--- config.mk ---
export PLATFORM = sky130hd
export DESIGN_NAME = scale_line_ctrl_flat
export DESIGN_NICKNAME = d
export VERILOG_FILES = /design/src/rtl/scale_line_if.sv /design/src/rtl/scale_line_ctrl.sv /design/src/flat_wrapper.sv
export SDC_FILE = /design/constraint.sdc
export NUM_CORES = 1
export LEC_CHECK = 0
export ABC_AREA = 1
export CORE_MARGIN = 4
export CORE_UTILIZATION = 54
export CTS_CLUSTER_DIAMETER = 50
export DETAILED_ROUTE_END_ITERATION = 12
export GPL_ROUTABILITY_DRIVEN = 1
export PLACE_DENSITY = 0.86
export SLEW_MARGIN = 5
export SYNTH_ARGS = -nofsm -noshare
export SYNTH_HDL_FRONTEND = slang
export SYNTH_SLANG_ARGS = --single-unit
export TNS_END_PERCENT = 100
--- constraint.sdc ---
create_clock -name clk -period 5.1 [get_ports clk]
set_clock_uncertainty 0.1 [all_clocks]
set_input_delay 1.02 -clock clk [delete_from_list [all_inputs] [get_ports clk]]
set_output_delay 1.02 -clock clk [all_outputs]
set_load 0.02 [all_outputs]
--- src/rtl/scale_line_if.sv ---
// Stream, line-buffer write and read-path signals of the scaler line sequencer.
// master: the sequencer side; slave: the pixel source / line buffer side.
interface scale_line_if #(
  parameter int H_LEN = 11
);
  logic             in_valid;
  logic [15:0]      in_data;
  logic             in_ready;
  logic [10:0]      wr_addr;
  logic [15:0]      wr_data;
  logic             wr_en;
  logic [H_LEN-1:0] x_pos;
  logic [15:0]      rd_data;
  logic             out_valid;
  logic [15:0]      out_data;
  logic             out_last;

  modport master (
    input  in_valid, in_data, rd_data,
    output in_ready, wr_addr, wr_data, wr_en, x_pos, out_valid, out_data, out_last
  );

  modport slave (
    output in_valid, in_data, rd_data,
    input  in_ready, wr_addr, wr_data, wr_en, x_pos, out_valid, out_data, out_last
  );
endinterface

--- src/rtl/scale_line_ctrl.sv ---
// Line sequencer: fills the scaler line buffer from an input stream, then issues
// output positions and realigns the returning buffer data into an output stream.
module scale_line_ctrl #(
  parameter int H_LEN  = 11,
  parameter int RD_LAT = 3
) (
  input  logic             clk,
  input  logic             rstn,
  input  logic             start,
  input  logic [H_LEN-1:0] cfg_in_width,
  input  logic [H_LEN-1:0] cfg_out_width,
  scale_line_if.master     bus,
  output logic             busy,
  output logic             line_done,
  output logic             cfg_err
);

  localparam int FW = (RD_LAT < 1) ? 1 : $clog2(RD_LAT + 1);
  localparam logic [H_LEN-1:0] ONE = H_LEN'(1);

  typedef enum logic [1:0] {IDLE, FILL, DRAIN, FLUSH} state_t;

  state_t           state, state_n;
  logic [H_LEN-1:0] in_w, out_w, wcnt;
  logic [FW-1:0]    fcnt;
  logic [RD_LAT-1:0] iss_sr, last_sr;
  logic             start_ok, start_rej, accept, issue, issue_last;

  always_ff @(posedge clk or negedge rstn) begin
    if (!rstn) state <= IDLE;
    else       state <= state_n;
  end

  always_comb begin
    state_n    = state;
    start_ok   = 1'b0;
    start_rej  = 1'b0;
    accept     = (state == FILL) && bus.in_valid;
    issue      = (state == DRAIN);
    issue_last = issue && (bus.x_pos == out_w - ONE);
    case (state)
      IDLE: begin
        if (start) begin
          if (cfg_in_width != '0 && cfg_out_width != '0) begin
            start_ok = 1'b1;
            state_n  = FILL;
          end else begin
            start_rej = 1'b1;
          end
        end
      end
      FILL:    if (accept && wcnt == in_w - ONE) state_n = DRAIN;
      DRAIN:   if (issue_last) state_n = FLUSH;
      FLUSH:   if (fcnt == '0) state_n = IDLE;
      default: state_n = IDLE;
    endcase
  end

  assign busy         = (state != IDLE);
  assign bus.in_ready = (state == FILL);

  always_ff @(posedge clk or negedge rstn) begin
    if (!rstn) begin
      in_w          <= '0;
      out_w         <= '0;
      wcnt          <= '0;
      fcnt          <= '0;
      iss_sr        <= '0;
      last_sr       <= '0;
      line_done     <= 1'b0;
      cfg_err       <= 1'b0;
      bus.wr_en     <= 1'b0;
      bus.wr_addr   <= '0;
      bus.wr_data   <= '0;
      bus.x_pos     <= '0;
      bus.out_valid <= 1'b0;
      bus.out_last  <= 1'b0;
      bus.out_data  <= '0;
    end else begin
      bus.wr_en <= accept;
      line_done <= 1'b0;
      cfg_err   <= 1'b0;

      if (start_ok) begin
        in_w      <= cfg_in_width;
        out_w     <= cfg_out_width;
        wcnt      <= '0;
        bus.x_pos <= '0;
      end
      if (start_rej) begin
        line_done <= 1'b1;
        cfg_err   <= 1'b1;
      end

      if (accept) begin
        bus.wr_addr <= 11'(wcnt);
        bus.wr_data <= bus.in_data;
        wcnt        <= wcnt + ONE;
      end

      // x_pos doubles as the read counter; it parks on the final position.
      if (issue && !issue_last) bus.x_pos <= bus.x_pos + ONE;
      if (issue_last) fcnt <= FW'(RD_LAT);
      if (state == FLUSH) begin
        if (fcnt == '0) line_done <= 1'b1;
        else            fcnt      <= fcnt - FW'(1);
      end

      iss_sr[0]  <= issue;
      last_sr[0] <= issue_last;
      for (int unsigned i = 1; i < RD_LAT; i++) begin
        iss_sr[i]  <= iss_sr[i-1];
        last_sr[i] <= last_sr[i-1];
      end

      bus.out_valid <= iss_sr[RD_LAT-1];
      bus.out_last  <= last_sr[RD_LAT-1];
      if (iss_sr[RD_LAT-1]) bus.out_data <= bus.rd_data;
    end
  end

endmodule

--- src/flat_wrapper.sv ---
// flat-port wrapper written by rule: the top's interface ports become plain ports
module scale_line_ctrl_flat 
#(
  parameter int H_LEN  = 11,
  parameter int RD_LAT = 3
)
  (clk, rstn, start, cfg_in_width, cfg_out_width, busy, line_done, cfg_err, bus_in_valid, bus_in_data, bus_rd_data, bus_in_ready, bus_wr_addr, bus_wr_data, bus_wr_en, bus_x_pos, bus_out_valid, bus_out_data, bus_out_last);
  scale_line_if #(.H_LEN(H_LEN)) bus_i ();
  input  logic clk;
  input  logic rstn;
  input  logic start;
  input  logic [H_LEN-1:0] cfg_in_width;
  input  logic [H_LEN-1:0] cfg_out_width;
  output logic busy;
  output logic line_done;
  output logic cfg_err;
  input wire logic [$bits(bus_i.in_valid)-1:0] bus_in_valid;
  input wire logic [$bits(bus_i.in_data)-1:0] bus_in_data;
  input wire logic [$bits(bus_i.rd_data)-1:0] bus_rd_data;
  output wire logic [$bits(bus_i.in_ready)-1:0] bus_in_ready;
  output wire logic [$bits(bus_i.wr_addr)-1:0] bus_wr_addr;
  output wire logic [$bits(bus_i.wr_data)-1:0] bus_wr_data;
  output wire logic [$bits(bus_i.wr_en)-1:0] bus_wr_en;
  output wire logic [$bits(bus_i.x_pos)-1:0] bus_x_pos;
  output wire logic [$bits(bus_i.out_valid)-1:0] bus_out_valid;
  output wire logic [$bits(bus_i.out_data)-1:0] bus_out_data;
  output wire logic [$bits(bus_i.out_last)-1:0] bus_out_last;
  assign bus_i.in_valid = bus_in_valid;
  assign bus_i.in_data = bus_in_data;
  assign bus_i.rd_data = bus_rd_data;
  assign bus_in_ready = bus_i.in_ready;
  assign bus_wr_addr = bus_i.wr_addr;
  assign bus_wr_data = bus_i.wr_data;
  assign bus_wr_en = bus_i.wr_en;
  assign bus_x_pos = bus_i.x_pos;
  assign bus_out_valid = bus_i.out_valid;
  assign bus_out_data = bus_i.out_data;
  assign bus_out_last = bus_i.out_last;
  scale_line_ctrl #(.H_LEN(H_LEN), .RD_LAT(RD_LAT)) u_core (.clk(clk), .rstn(rstn), .start(start), .cfg_in_width(cfg_in_width), .cfg_out_width(cfg_out_width), .bus(bus_i), .busy(busy), .line_done(line_done), .cfg_err(cfg_err));
endmodule
==> reports/qor.json <==
{
  "die": {
    "fp.dieW_um": 104,
    "die_y_um": 104,
    "ios": 119,
    "core_mm2": 0.00889,
    "die_area_mm2": 0.0109,
    "start_util_pct": 56.5,
    "std_cell_rows": 34
  },
  "routing": {
    "drt-wirelength-per-cell_um": 14.4,
    "remaining_drc_errors": 0,
    "drt-vias-per-instance": 5.33,
    "vias": 4366,
    "drtPass1Iterations": 5,
    "antenna_violating_nets_post_route": 0,
    "wl_um": 11800,
    "first_iter_violations": 247
  },
  "grt": {
    "first_pass_grt_wire_length_um": 19900,
    "number_of_antenna_violations_at_the_first_check_in_global_routing": 0,
    "first_global_vias": 4336,
    "global_route.usage.total_pct": 21.9,
    "largest_net_degree_at_the_start_of_global_routing": 69,
    "globalRoute.totalOverflow": 0
  },
  "synth": {
    "synthesis.nets": 655,
    "yosysWarningCount": 0,
    "synth.ff_latch_count": 102,
    "seq_area_frac_synth_pct": 50.8,
    "synth_cell_types": 37,
    "synthesis.area_per_instance_um2": 8.52,
    "netlist_area_mm2": 0.00502,
    "synthesis.instances": 589
  },
  "run_status": {
    "status": "finished clean"
  },
  "timing": {
    "layout_min_cycle_time_ns": 3.32,
    "timing.slew.headroom_pct": 38.8,
    "fmaxAchievable_mhz": 301,
    "hold-worst-slack_ns": 0.249,
    "tns_ns": 0,
    "finalHoldViolCount": 0,
    "finalSetupViolations": 0,
    "min_period_over_period_pct": 65.1,
    "setup_ws_final_ns": 1.78,
    "rsz0062_at_grt": "false",
    "final-max-slew-violation-count": 0,
    "worst_pin_slew_ns": 0.915
  },
  "clock_tree": {
    "clock_buffers_created_by_tritoncts": 9,
    "cts_root_buf": "clkbuf_8",
    "post_cts.resized_instances": 0,
    "insertion_delay_ns": 0.35,
    "clock_net_sink_count": 102,
    "cts.clk_slew.worst_paths_ns": 0.10,
    "cts_tree": "yes",
    "cts_hold_buffers": 0,
    "cts_buffer_depth": 2,
    "clock_tree.htree_level_count": 3,
    "post-cts-setup-buffers": 0
  },
  "power": {
    "power.ir.vdd_worst_mv": 0.255,
    "finalPower_mw": 3.73,
    "power_density_relative_to_cell_area_mw_per_mm2": 576,
    "leakagePower_nw": 3.05
  },
  "cells_and_area": {
    "fin_util_pct": 72.9,
    "finalNetCount": 772,
    "final_area_mm2": 0.00648,
    "drive_above_1_share_pct": 8.86,
    "final_cell_count_no_fill": 819,
    "area_growth_syn_to_layout_pct": 29.1,
    "antennaDiodeCount": 0
  },
  "setup_path": {
    "end_kind": "register",
    "timing.critical_path.from_type": "primary input",
    "criticalPathCategory": "in -> reg",
    "worst-endpoint-arrival_ns": 3.47,
    "critical_path.max_fanout": 27,
    "critical_path_required_ns": 5.25
  },
  "run": {
    "drv_cap": 0
  },
  "placement": {
    "placedCellCount": 803,
    "gpl.final_weighted_congestion": 0.872,
    "detailedPlace.worstSlack_ns": 1.47,
    "placement.cell_area_mm2": 0.00628,
    "detailedPlacementHpwl_um": 8960,
    "placement.io_buffers": 118
  },
  "min_path": {
    "hold_path.class": "reg -> reg"
  }
}
## layout make-up
class                           count  area (µm²)
Sequential cell                   102        2550
Tap cell                          108         135
Timing Repair Buffer              121        1200
Clock buffer                        9         124
Clock inverter                      7        78.8
Multi-Input combinational cell    402        2130
Inverter                           70         263
Fill cell                         650        2410
## worst paths after layout
path                       cells after the start  slack (ns)                  end              start
hold / removal                                 0        0.25  u_core.bus.out_last  u_core.last_sr[2]
max in group asynchronous                      2        3.29      u_core.out_w[2]               rstn
hold reg to reg                                0        0.25  u_core.bus.out_last  u_core.last_sr[2]
setup / recovery                               8        1.78       u_core.wcnt[2]   cfg_out_width[1]
setup reg to reg                              14        2.29      u_core.state[0]    u_core.state[1]
min in group asynchronous                      1        0.65       u_core.wcnt[1]               rstn
## layout by cell type, fill, tap and decap left out, types with 3 or more instances in the layout
cell / n
nand2_1: 171
clkdlybuf4s50_1: 117
dfrtp_1: 102
inv_1: 66
nor2_1: 49
o21ai_0: 36
nand3_1: 33
mux2_2: 16
a21oi_1: 15
xor2_1: 11
clkbuf_8: 9
xnor2_1: 8
o22ai_2: 8
ha_1: 8
nor3_1: 7
nand4_1: 5
nor2_2: 4
nand2_2: 4
o32ai_1: 4
buf_4: 4
inv_2: 3
nand3b_1: 3
o22ai_1: 3
## critical path: stages
cell,delay (ns)
clkdlybuf4s50_1,0.43
nor4_1,0.31
nand3_1,0.18
nand2_1,0.09
inv_1,0.07
nand3_1,0.64
nand2_1,0.43
o22ai_1,0.30
## kinds of logic after synthesis
group / count (synthesis) / share of synthesized area [%]
DFF: 102 / 50.8
buffers and inverters: 85 / 6.75
muxes: 17 / 3.79
adders and majority gates: 8 / 1.99
and+or+nand+nor: 284 / 24.0
xor gates and xnor gates: 19 / 3.32
AOI/OAI and AO/OA: 74 / 9.35
## power breakdown
group	switching [mW]	leakage, nW	internal (mW)
logic	1.01	1.65	0.807
registers	0.272	1.30	1.12
clock network	0.289	0.0982	0.233
## registers in the layout (all words and copies together) (netlist names)
signal,count
u_core.wcnt,11
u_core.bus.wr_en,1
u_core.state,2
u_core.bus.x_pos,11
u_core.bus.wr_addr,11
u_core.bus.out_last,1
u_core.fcnt,2
u_core.last_sr,3
u_core.bus.wr_data,16
u_core.in_w,11
u_core.iss_sr,3
u_core.bus.out_data,16
u_core.line_done,1
u_core.out_w,11
u_core.bus.out_valid,1
u_core.cfg_err,1
## layer usage
layer / wire length [µm] / up-vias / track usage, %
li1: - / 2119 / -
met1: 5170 / 2072 / 29.3
met2: 5760 / 159 / 36.8
met3: 742 / 16 / 4.28
met4: 127 / 0 / 5.60
met5: 0 / - / 0
## cells in the mapped netlist
master | number | area [µm²]
nand2_1 | 171 | 642
dfrtp_1 | 102 | 2550
inv_1 | 66 | 248
nor2_1 | 49 | 184
o21ai_0 | 36 | 180
nand3_1 | 33 | 165
mux2_2 | 16 | 180
a21oi_1 | 15 | 75.1
xor2_1 | 11 | 96.3
clkbuf_1 | 9 | 33.8
ha_1 | 8 | 100
o22ai_2 | 8 | 100
xnor2_1 | 8 | 70.1
nor3_1 | 7 | 35.0
nand4_1 | 5 | 31.3
buf_2 | 4 | 20.0
nand2_2 | 4 | 25.0
nor2_2 | 4 | 25.0
o32ai_1 | 4 | 35.0
inv_2 | 3 | 11.3
nand3b_1 | 3 | 22.5
o22ai_1 | 3 | 18.8
buf_6 | 2 | 22.5
nor3_2 | 2 | 20.0
nor4_1 | 2 | 12.5
o21ai_2 | 2 | 17.5
o21bai_1 | 2 | 15.0
a21oi_2 | 1 | 8.76
a22oi_1 | 1 | 7.51
a31oi_1 | 1 | 6.26
clkinv_1 | 1 | 3.75
mux2i_1 | 1 | 10.0
nand2_4 | 1 | 11.3
nor3_4 | 1 | 16.3
o21ai_1 | 1 | 5.00
or2_0 | 1 | 6.26
or2_2 | 1 | 6.26
Note: power is estimated with default switching activity, not from simulation.
